**config.mk**
```make
export PLATFORM = sky130hd
export DESIGN_NAME = serial_adder_ctrl
export DESIGN_NICKNAME = d
export VERILOG_FILES = /design/src/rtl/serial_adder_ctrl.sv
export SDC_FILE = /design/constraint.sdc
export NUM_CORES = 1
export LEC_CHECK = 0
export BUFFER_PORTS_ARGS = -buffer_cell sky130_fd_sc_hd__buf_2
export CAP_MARGIN = 20
export CORE_MARGIN = 2
export CORE_UTILIZATION = 25
export CTS_CLUSTER_SIZE = 20
export DETAILED_ROUTE_END_ITERATION = 12
export SYNTH_ARGS = -nofsm -noshare
export SYNTH_HDL_FRONTEND = slang
export SYNTH_SLANG_ARGS = --single-unit
```
**constraint.sdc**
```tcl
create_clock -name clk -period 1.8 [get_ports clk]
set_clock_uncertainty 0.2 [all_clocks]
set_input_delay 0.36 -clock clk [delete_from_list [all_inputs] [get_ports clk]]
set_output_delay 0.36 -clock clk [all_outputs]
set_load 0.01 [all_outputs]
```
**src/rtl/serial_adder_ctrl.sv**
```systemverilog
// Bit-serial adder: one full-adder cell walks WIDTH-bit operands LSB first,
// one bit per clock, with a registered carry between bits.
module serial_adder_ctrl #(
   parameter int WIDTH = 8
) (
   input  logic             clk,
   input  logic             rst,
   input  logic             start,
   input  logic [WIDTH-1:0] a,
   input  logic [WIDTH-1:0] b,
   input  logic             cin,
   output logic             busy,
   output logic             done,
   output logic [WIDTH-1:0] sum,
   output logic             cout,
   output logic [1:0]       dbg_state
);

   localparam int CW = (WIDTH > 1) ? $clog2(WIDTH) : 1;

   typedef enum logic [1:0] {
      IDLE = 2'd0,
      RUN  = 2'd1,
      DONE = 2'd2
   } state_t;

   state_t state, state_next;

   logic [WIDTH-1:0] shift_a, shift_b, shift_s, shift_s_next;
   logic [CW-1:0]    cnt;
   logic             carry, fa_sum, fa_carry, last_bit;

   assign fa_sum   = shift_a[0] ^ shift_b[0] ^ carry;
   assign fa_carry = (shift_a[0] & shift_b[0]) | (shift_a[0] & carry) | (shift_b[0] & carry);
   assign last_bit = (cnt == CW'(WIDTH - 1));

   // Sum bits enter at the MSB so the first (LSB) bit lands at bit 0 after WIDTH shifts.
   generate
      if (WIDTH == 1) begin : g_one
         assign shift_s_next = fa_sum;
      end else begin : g_many
         assign shift_s_next = {fa_sum, shift_s[WIDTH-1:1]};
      end
   endgenerate

   // Handshake: start is only accepted while busy is low; done pulses for one
   // cycle with sum/cout already valid, and start during busy is dropped.
   assign busy      = (state != IDLE);
   assign done      = (state == DONE);
   assign dbg_state = state;

   always_comb begin
      state_next = state;
      case (state)
         IDLE:    if (start) state_next = RUN;
         RUN:     if (last_bit) state_next = DONE;
         DONE:    state_next = IDLE;
         default: state_next = IDLE;
      endcase
   end

   always_ff @(posedge clk) begin
      if (rst) begin
         state   <= IDLE;
         shift_a <= '0;
         shift_b <= '0;
         shift_s <= '0;
         carry   <= 1'b0;
         cnt     <= '0;
         sum     <= '0;
         cout    <= 1'b0;
      end else begin
         state <= state_next;
         case (state)
            IDLE: begin
               if (start) begin
                  shift_a <= a;
                  shift_b <= b;
                  carry   <= cin;
                  cnt     <= '0;
                  shift_s <= '0;
               end
            end
            RUN: begin
               shift_a <= shift_a >> 1;
               shift_b <= shift_b >> 1;
               shift_s <= shift_s_next;
               carry   <= fa_carry;
               cnt     <= cnt + CW'(1);
               if (last_bit) begin
                  sum  <= shift_s_next;
                  cout <= fa_carry;
               end
            end
            default: ;
         endcase
      end
   end

endmodule

```
# After elaboration in Yosys (flattened, before gate mapping)
# Cells that the tools add are included.
# op_classes
reduce_logical	6
mul	0
n_mux	13
n_addsub	1
n_eq_ne	5
shift	0
bitwise	7
div	0
magnitude_cmp	0
# ops
cell	n
$pmux 8 s2	3
$mux 8	3
$pmux 3 s2	1
$reduce_and 2->1	3
$mux 2	2
$ne 2x2->1 const B	2
$pmux 2 s2	1
$reduce_bool 2->1	2
$add 3x1->3 const B	1
$and 1x1->1	3
$eq 3x3->1 const B	1
$mux 3	1
$eq 2x1->1 const B	1
$eq 2x2->1 const B	1
$logic_not 2->1	1
$or 1x1->1	2
$pmux 1 s2	1
$xor 1x1->1	2
$mux 1	1
# totals
mem_bits_ro	0
regBits	39
ramBits	0
elab_cells	40
latch_bits	0
mem_count	0

# Longest topological paths before layout
# Gate-level depths: netlist (run 1).
# logic_depth
word_depth	4
depth_mapped	6
ltp_nobuf	5

# Worst setup path before layout (run 1)
# No wires, ideal clock.
# synth_timing
kind	register to register
from	register cnt[0]
to	register sum[1]
setup_time_ns	0.144
required_ns	1.456
period_less_slack_ns	1.474
arrival_time_ns	1.130
path_slack_ns	0.326
stages_incl_launch_ff	7
n_path_buf	1
path_cell_list	dfxtp_1 ha_1 ha_1 and3b_1 buf_2 nand2_1 a21oi_1
# synth_between
elab_chain_len	2
# synth_lines
item	line_no	source
start, declared	30	logic [CW-1:0] cnt;
start signal, assigned	89	cnt <= cnt + CW'(1);
$eq 3x3->1	35	assign last_bit = (cnt == CW'(WIDTH - 1));
$reduce_and 2->1 (no source line)	n/a	
end signal, assigned	91	sum <= shift_s_next;
end, declared	14	output logic [WIDTH-1:0] sum,
# Every way passes these cells.
# A chain may end at the register's enable or synchronous reset.

# Worst setup path after layout (run 1)
# layout_timing
from	register state[1], in the netlist dbg_state[1]
to	output port busy
# layout_between
elab_chain_len	1
# layout_lines
item	line_no	source
start, declared	27	state_t state, state_next;
start signal, assigned	73	state <= state_next;
$reduce_bool 2->1	48	assign busy = (state != IDLE);
end, declared	12	output logic busy,
# Every way passes these cells.

==> run summary, run 1 <==
Outcome - complete, no violations
Clk_lat worst skew - 0.28 ns
Fin Setup TNS - 0 ns
Final hold vios - 0
DP Wirelength - 2330 µm
Routed WL - 3290 µm
Commonest non-fill, non-tap cell in the layout - dfxtp_1
Hold Worst Slack - 0.113 ns
Fin crit share - 94.7%
Busiest grt layer - met2
Die Y - 86.4 µm
Simple-gate portion of the synthesized area - 15.3%
WHS Endpoint - shift_a[7]
Post-DRT Antenna Nets - 0
Flop pwr share - 53.6%
Setup bufs post-CTS - 0
Synth Area in Adders - 2.65%
Hold crit path type - in -> reg
Worst setup EP type - primary output
Router iterations before antenna repair - 4
Initial antenna violation count - 0
Hold path start - a[7]
Grt met1 use - 12.1%
# rows - 30
Sink Count - 38
Setup Viol. Count Final - 0
Final Util - 29.8%
Worst slew margin - 49.5%
Synth-to-layout area growth - 17.4%
Fin cells - 274
Hold Path Cell Cnt - 3
Synth Cell Area - 1700 µm²
MaxCap Viol Count - 0
Worst slew pin tran - 0.756 ns
DRC Markers - 0
Clk root buf - clkbuf_8
WP data required - 1.24 ns
R2r endpoint - sum[5]
Mux share of post-synthesis cell area - 9.43%
Initial Utilization - 25.4%
Ports - 33
Combinational power share - 12.8%
Synth Area in XOR/XNOR - 0%
Leading cell types in the layout, fill and taps excluded - 37 x dfxtp_1, 32 x buf_2, 18 x nand2_1
CTS tree - yes
Startpoint types - register
Port Buf Inserts - 32
Pleak - 0.796 nW
GR Layer Usage met3 - 2.86%
Clock buffer depth - 2
Mapped Nets - 185
RSZ-0062 raised after global routing - no
Clock power frac - 33.6%
Crit Path Max Fanout - 10
Switch share - 24.8%
Seq/Total Area, Yosys - 44.8%
Power density over the cells - 855 nW/µm²
Largest net degree at the start of global routing - 39
Depth of the worst register-to-register path - 5
Share of layout cells above drive strength 1 - 40.7%
Main combinational cell family by area after synthesis - compound AO/OA/AOI/OAI gates
Psw - 422 µW
Netlist cell types - 23
Gpl congestion - 0.704
Synth Area per Inst - 10.5 µm²
FF-to-FF setup slack - 0.20 ns
Die area - 7470 µm²
Synth Area in Compound Gates - 20.7%
Vias in the first global route - 1231
Slew Limit Fails - 0
Via count - 1226
Max Fclk - 0.587 GHz
Synthesis Warnings - 0
CTS buffer count - 5
H-tree depth - 2
M2 GR Usage - 15.0%
WP data arrival - 1.14 ns
Critical path type - reg -> out
Worst r2r src - cnt[0]
Cells after Synth - 162
Die Span X - 86.4 µm
Max VDD drop - 0.000264 V
Nets - 218
Clk pin slew, worst setup/hold paths - 0.07 ns
GRT Total Usage - 9.68%
Final Critical Period - 1.70 ns
P_int - 1.28 mW
Vias per cell - 4.47
Global route overflow - 0
N_diodes - 0
Core Region - 6680 µm²
Post-synthesis sequential element count - 38
Overall Power - 1.70 mW
WL/cell - 12.0 µm
Global-route wire length before repair - 5640 µm
Placed cell count - 268
Detailed Route Iter0 Violations - 40
layout make-up:
class                           count  area (µm²)
Clock buffer                        6        82.6
Fill cell                         710        4690
Inverter                            1        3.75
Multi-Input combinational cell    110         816
Sequential cell                    38         762
Tap cell                           80         100
Timing Repair Buffer               39         229
synthesized netlist by cell type, drive strengths merged:
cell	count	share of area [%]
dfxtp	38	45
nor2	28	8.3
nand2	18	4.0
a211oi	16	12
mux2i	16	9.4
a22oi	11	4.9
buf	11	6.5
a21oi	9	2.7
clkbuf	2	0.44
ha	2	1.5
nor2b	2	0.74
and3b	1	0.52
fa	1	1.2
inv	1	0.22
nand3b	1	0.66
nor3	1	0.29
nor3b	1	0.44
o21ba	1	0.96
o21bai	1	0.44
or2	1	0.37
through the flow:
step / instance area, µm² / setup WS (ns)
3_5_place_dp: 1910 / 0.143
3_3_place_gp: 1910 / 0.162
6_report: 1990 / 0.0963
2_1_floorplan: 1700 / 0.326
5_1_grt: 1990 / 0.0215
4_1_cts: 1990 / 0.0514
what timing repair did:
action                                  CTS  global route
hold buffers                              0             0
pin swaps                                 0             0
gates resized for setup                   1             1
hold endpoints to repair                  0             0
endpoints found under the setup margin    1             1
cells by family after synthesis:
family                     count (synthesis)
and+or+nand+nor                           53
muxes                                     16
AOI/OAI and AO/OA                         38
adders and majority gates                  3
DFF                                       38
buffers and inverters                     14
worst max path at each step:
| stage | start | to | slack, ns |
|---|---|---|---|
| 2_1_floorplan | cnt[0] | sum[1] | 0.33 |
| 3_3_place_gp | start | shift_b[7] | 0.16 |
| 6_report | dbg_state[1] | busy | 0.1 |
| 4_1_cts | dbg_state[0] | done | 0.05 |
| 5_1_grt | dbg_state[1] | done | 0.02 |
| 3_5_place_dp | start | shift_b[7] | 0.14 |
metal layers:
metal / up-vias / share of wire (%)
met5: - / 0
met4: 0 / 1.6
met3: 5 / 4.3
met2: 22 / 45
met1: 569 / 49
li1: 630 / -
critical path, cell delays in order (launching register included):
cell,delay [ns]
dfxtp_1,0.39
or2_2,0.33
buf_2,0.14
state kept, by name (all words and copies together) (netlist names):
signal	cells
shift_a	8
shift_b	8
sum	8
shift_s	7
cnt	3
dbg_state	2
carry	1
cout	1
power by group through the flow:
stage / sequential [mW] / clock (mW) / combinational [mW]
after floorplan: 0.922 / 0 / 0.185
after global placement: 0.930 / 0 / 0.218
after detailed placement: 0.931 / 0 / 0.220
after CTS: 0.913 / 0.587 / 0.222
after global routing: 0.918 / 0.620 / 0.242
final: 0.913 / 0.573 / 0.218
Note: power is estimated with default switching activity, not from simulation.
==> run 2, diff against run 1 <==
CORE_ASPECT_RATIO = 0.9   (was unset)
==> run 2 against run 1 <==
Setup slack worse by 0.0066 ns. Via count down 1.2%. Register-to-register slack about the same. Non-clock buffer count down 1. Cell count up 4.0%. Sequential cell count unchanged. Wire length down 0.18%. Critical path depth unchanged. Maximum frequency down 0.39%. Clock-buffer cell count up 1. Sequential power about the same. Critical path type unchanged.
==> run summary, run 2 (same netlist as run 1, synthesis figures left out) <==
Share of layout cells above drive strength 1 - 40.0% (was 40.7%)
Nets - 217 (was 218)
Vias per cell - 4.25 (was 4.47)
Final hold vios - 0 (unchanged)
Depth of the worst register-to-register path - 5 (unchanged)
Pleak - 0.805 nW (was 0.796 nW)
Router iterations before antenna repair - 4 (unchanged)
Clock power frac - 38.2% (was 33.6%)
Initial Utilization - 25.8% (was 25.4%)
Routed WL - 3290 µm (about the same)
Synth-to-layout area growth - 19.7% (was 17.4%)
CP max-delay cell - dfxtp_1 (unchanged)
Critical path type - reg -> out (unchanged)
N_diodes - 0 (unchanged)
Setup Viol. Count Final - 0 (unchanged)
Startpoint types - register (unchanged)
Detailed Route Iter0 Violations - 63 (was 40)
Clk root buf - clkbuf_8 (unchanged)
Biggest regs - shift_a (8), shift_b (8), sum (8) (unchanged)
Max VDD drop - 0.000298 V (was 0.000264 V)
Core Region - 6590 µm² (was 6680 µm²)
Gpl congestion - 0.672 (was 0.704)
H-tree depth - 2 (unchanged)
WL/cell - 11.5 µm (was 12.0 µm)
CTS buffer count - 5 (unchanged)
Post-DRT Antenna Nets - 0 (unchanged)
WP data required - 1.24 ns (about the same)
Worst slew pin tran - 0.763 ns (was 0.756 ns)
Max incr delay on CP - 0.41 ns (was 0.39 ns)
RSZ-0062 raised after global routing - no (unchanged)
Die area - 7470 µm² (about the same)
Final instance area - 2030 µm² (was 1990 µm²)
M2 GR Usage - 15.5% (was 15.0%)
P_int - 1.40 mW (was 1.28 mW)
Clk pin slew, worst setup/hold paths - 0.07 ns (about the same)
GR Layer Usage met3 - 4.72% (was 2.86%)
Fillers - 715 (was 710)
Leading cell types in the layout, fill and taps excluded - 37 x dfxtp_1, 32 x buf_2, 18 x nand2_1 (unchanged)
DRC Markers - 0 (unchanged)
WP data arrival - 1.15 ns (was 1.14 ns)
MaxCap Viol Count - 0 (unchanged)
DP Wirelength - 2370 µm (was 2330 µm)
Fin crit share - 95.0% (was 94.7%)
Die Span X - 90.9 µm (was 86.4 µm)
CP cell instances - or2_2, buf_2 (unchanged)
Worst slew margin - 49.1% (was 49.5%)
GRT Total Usage - 9.72% (was 9.68%)
Largest net degree at the start of global routing - 25 (was 39)
Worst setup EP type - primary output (unchanged)
Combinational power share - 12.0% (was 12.8%)
Switch share - 23.4% (was 24.8%)
Crit. path cell count - 2 (unchanged)
Outcome - complete, no violations (unchanged)
Commonest non-fill, non-tap cell in the layout - dfxtp_1 (unchanged)
Clk_lat worst skew - 0.29 ns (was 0.28 ns)
Max Fclk - 0.585 GHz (was 0.587 GHz)
# rows - 28 (was 30)
Crit path max-delay family - flip-flops (unchanged)
CTS tree - yes (unchanged)
Global route overflow - 0 (unchanged)
Grt met1 use - 11.3% (was 12.1%)
Vias in the first global route - 1218 (was 1231)
Buf/Inv on CP - 1 (unchanged)
Busiest grt layer - met2 (unchanged)
Power density over the cells - 900 nW/µm² (was 855 nW/µm²)
Final Critical Period - 1.71 ns (was 1.70 ns)
Initial antenna violation count - 0 (unchanged)
Setup bufs post-CTS - 0 (unchanged)
Sink Count - 38 (unchanged)
Global-route wire length before repair - 5570 µm (was 5640 µm)
Ports - 33 (unchanged)
Port Buf Inserts - 32 (unchanged)
Post-placement cell area - 1920 µm² (was 1910 µm²)
Crit Path Max Fanout - 10 (unchanged)
Slew Limit Fails - 0 (unchanged)
Die Y - 82.2 µm (was 86.4 µm)
Via count - 1211 (was 1226)
Final Util - 30.9% (was 29.8%)
Fin Setup TNS - 0 ns (unchanged)
Clock buffer depth - 2 (unchanged)
Psw - 428 µW (was 422 µW)
Flop pwr share - 49.9% (was 53.6%)
Hold crit path type - in -> reg (unchanged)
Hold Path Cell Cnt - 3 (unchanged)
## run 2: cell types whose count changed in the layout (fill, tap and decap cells not counted), sizes merged
cell / previous run / this run
clkbuf: 6 / 7
bufinv: 0 / 1
buf: 39 / 38
## run 2: what timing repair did
| item | in CTS | in global routing |
|---|---|---|
| setup endpoints to repair | 1 | 1 |
| resized for setup | 1 | 1 |
| hold buffers | 0 | 0 |
| gates cloned | 0 | 0 |
## run 2: worst min-delay path, delay by kind of cell
| kind | cells | cell delay (ns) |
|---|---|---|
| compound gates | 1 | 0.06 |
| buf+inv | 1 | 0.08 |
| simple gates | 1 | 0.08 |
## run 2: stage by stage
| step | total power [mW] | instances | hold WS [ns] | worst slack (ns) |
|---|---|---|---|---|
| global route | 1.92 | 285 | 0.136 | 0.0155 |
| CTS | 1.85 | 285 | 0.122 | 0.0248 |
| global placement | 1.15 | 277 | 0.245 | 0.130 |
| detailed placement | 1.15 | 277 | 0.246 | 0.120 |
| finish | 1.83 | 285 | 0.127 | 0.0897 |
| floorplan | 1.11 | 162 | 0.232 | 0.326 |
## run 2: final cells by class
| type | instances | area, µm² | share of cell area [%] |
|---|---|---|---|
| timing repair buffer | 38 | 230 | 11.3 |
| multi-input combinational | 110 | 816 | 40.1 |
| inverter | 1 | 3.75 | 0.185 |
| tap | 90 | 113 | 5.54 |
| clock buffer | 7 | 76.3 | 3.75 |
| sequential | 38 | 764 | 37.6 |
| clock inverter | 1 | 30.0 | 1.48 |
## run 2: final timing paths
path	start	end	slack [ns]
worst max-delay path	dbg_state[1]	busy	0.09
worst min-delay path	a[7]	shift_a[7]	0.13
worst max register to register	cnt[0]	sum[4]	0.19
worst min register to register	shift_s[1]	sum[0]	0.25
## run 2: metal layers
metal | routed length [µm] | share of wire (%) | vias up
li1 | - | - | 630
met1 | 1620 | 49 | 550
met2 | 1430 | 44 | 29
met3 | 194 | 5.9 | 2
met4 | 36 | 1.1 | 0
met5 | 0 | 0 | -
## run 2: power by group through the flow
stage / registers [mW] / logic [mW] / clock network (mW)
after floorplan: 0.922 / 0.185 / 0
after global placement: 0.930 / 0.220 / 0
after detailed placement: 0.931 / 0.222 / 0
after CTS: 0.913 / 0.223 / 0.716
after global routing: 0.917 / 0.241 / 0.766
final: 0.912 / 0.219 / 0.698
==> run 3, diff against run 2 <==
==> constraint.sdc (replaced) <==
create_clock -name clk -period 1.8 [get_ports clk]
set_clock_uncertainty 0.2 [all_clocks]
set_input_delay 0.09 -clock clk [delete_from_list [all_inputs] [get_ports clk]]
set_output_delay 0.09 -clock clk [all_outputs]
set_load 0.01 [all_outputs]
==> run 3 against run 2 <==
Sequential share of layout area fell by 3.1 points. Global-route usage increased by 0.56 points. Cell count is 6.3% higher. Setup slack improved by 0.16 ns. Non-clock buffer count grew 18. Utilization increased by 2.6 points. Maximum frequency rose by 11%. Sequential power about the same. Critical path type is now reg -> reg.
==> run summary, run 3 (same netlist as run 1, synthesis figures left out) <==
Outcome - complete, no violations (unchanged)
Slew Limit Fails - 0 (unchanged)
DP Wirelength - 2310 µm (was 2370 µm)
Core Region - 6590 µm² (unchanged)
Fin Setup TNS - 0 ns (unchanged)
Post-DRT Antenna Nets - 0 (unchanged)
Global route overflow - 0 (unchanged)
Final Critical Period - 1.55 ns (was 1.71 ns)
Clk_lat worst skew - 0.29 ns (about the same)
Fin crit share - 86.0% (was 95.0%)
WP data required - 1.76 ns (was 1.24 ns)
Clock buffer depth - 2 (unchanged)
# rows - 28 (unchanged)
Via count - 1268 (was 1211)
Vias per cell - 4.18 (was 4.25)
Biggest regs - shift_a (8), shift_b (8), sum (8) (unchanged)
MaxCap Viol Count - 0 (unchanged)
Clk root buf - clkbuf_8 (unchanged)
GRT Total Usage - 10.3% (was 9.72%)
Pleak - 0.878 nW (was 0.805 nW)
Fillers - 707 (was 715)
Largest net degree at the start of global routing - 39 (was 25)
Worst slew pin tran - 0.473 ns (was 0.763 ns)
Sink Count - 38 (unchanged)
Leading cell types in the layout, fill and taps excluded - 38 x dfxtp_1, 32 x buf_2, 18 x nand2_1, 18 x dlygate4sd3_1 (was 37 x dfxtp_1, 32 x buf_2, 18 x nand2_1)
Ports - 33 (unchanged)
Die area - 7470 µm² (unchanged)
Register area - 761 µm² (was 764 µm²)
N_diodes - 0 (unchanged)
Area of the multi-input gates - 821 µm² (was 816 µm²)
Nets - 235 (was 217)
Initial Utilization - 25.8% (unchanged)
CP max-delay cell - dfxtp_1 (unchanged)
Initial antenna violation count - 0 (unchanged)
Setup Viol. Count Final - 0 (unchanged)
Routed WL - 3490 µm (was 3290 µm)
Global-route wire length before repair - 6010 µm (was 5570 µm)
Die Span X - 90.9 µm (unchanged)
H-tree depth - 2 (unchanged)
CP cell instances - ha_1, ha_1, nand3b_2, nand2_1, a21oi_1 (was or2_2, buf_2)
Worst setup EP type - register (was primary output)
Synth-to-layout area growth - 29.7% (was 19.7%)
CTS tree - yes (unchanged)
Worst slew margin - 68.4% (was 49.1%)
Gpl congestion - 0.725 (was 0.672)
Router iterations before antenna repair - 4 (unchanged)
Critical path type - reg -> reg (was reg -> out)
WP data arrival - 1.50 ns (was 1.15 ns)
CTS buffer count - 5 (unchanged)
CP most frequent cell - ha_1
Overall Power - 1.87 mW (was 1.83 mW)
Crit path max-delay family - flip-flops (unchanged)
Max Fclk - 0.646 GHz (was 0.585 GHz)
DRC Markers - 0 (unchanged)
Startpoint types - register (unchanged)
Hold crit path type - in -> reg (unchanged)
Share of layout cells above drive strength 1 - 37.1% (was 40.0%)
Final hold vios - 0 (unchanged)
Port Buf Inserts - 32 (unchanged)
WL/cell - 11.5 µm (about the same)
Clk pin slew, worst setup/hold paths - 0.07 ns (about the same)
Power density over the cells - 847 nW/µm² (was 900 nW/µm²)
Crit Path Max Fanout - 10 (unchanged)
Max VDD drop - 0.000356 V (was 0.000298 V)
Commonest non-fill, non-tap cell in the layout - dfxtp_1 (unchanged)
Detailed Route Iter0 Violations - 52 (was 63)
Die Y - 82.2 µm (unchanged)
Vias in the first global route - 1270 (was 1218)
Max incr delay on CP - 0.39 ns (was 0.41 ns)
Buf/Inv on CP - 0 (was 1)
RSZ-0062 raised after global routing - no (unchanged)
run 3: changes by cell type in the layout (fill, tap and decap cells not counted):
cell	previous run	this run
and3b_1	1	0
dfxtp_1	37	38
and3b_2	0	1
buf_12	2	1
dlygate4sd3_1	0	18
dfxtp_4	1	0
buf_4	4	5
o21bai_1	1	0
o21bai_2	0	1
run 3: path summary, 6_finish.rpt:
path	start	slack [ns]	endpoint	depth (start not counted)
worst max-delay path	cnt[0]	0.25	sum[4]	5
worst min-delay path	rst	0.14	shift_s[6]	3
worst max register to register	cnt[0]	0.25	sum[4]	5
worst min register to register	sum[7]	0.25	sum[7]	2
run 3: area by class of cell:
cell class	instances	share of cell area, %
multi-input cells	110	37.3
flip-flops and latches	38	34.5
repair buffers	56	18.1
well taps	90	5.11
clock buffers	7	3.47
clock inverters	1	1.36
inverters	1	0.170
run 3: metal layers:
metal / up-vias / GRT usage, % / share of wire (%)
li1: 664 / - / -
met4: 0 / 6.36 / 1.8
met3: 6 / 3.09 / 5.2
met5: - / 0 / 0
met2: 25 / 15.4 / 43
met1: 573 / 13.1 / 50
run 3: timing repair:
item / CTS / global route
hold buffers: 18 / 0
resized for setup: 0 / 2
setup endpoints to repair: 0 / 3
buffers inserted: 0 / 0
hold endpoints to repair: 18 / 0
run 3: power breakdown:
| part | internal (mW) | switching [mW] |
|---|---|---|
| Sequential | 0.880 | 0.0314 |
| Clock | 0.415 | 0.291 |
| Combinational | 0.130 | 0.119 |
| Total | 1.42 | 0.441 |
run 3: worst register-to-register path, stage by stage (launching register included):
cell and delay (ns):
dfxtp_1 0.39, ha_1 0.17, ha_1 0.19, nand3b_2 0.24
nand2_1 0.14, a21oi_1 0.07
run 3: metrics by stage:
step           worst slack (ns)  hold WS (ns)  instances  utilization, %  instance area (µm²)
4_1_cts                   0.118         0.138        303            33.4                 2200
5_1_grt                  0.0956         0.157        303            33.4                 2200
2_1_floorplan             0.326        0.0383        162               -                 1700
3_3_place_gp              0.199         0.146        277            29.0                 1910
6_report                  0.252         0.141        303            33.4                 2200
3_5_place_dp              0.156         0.147        277            29.0                 1910
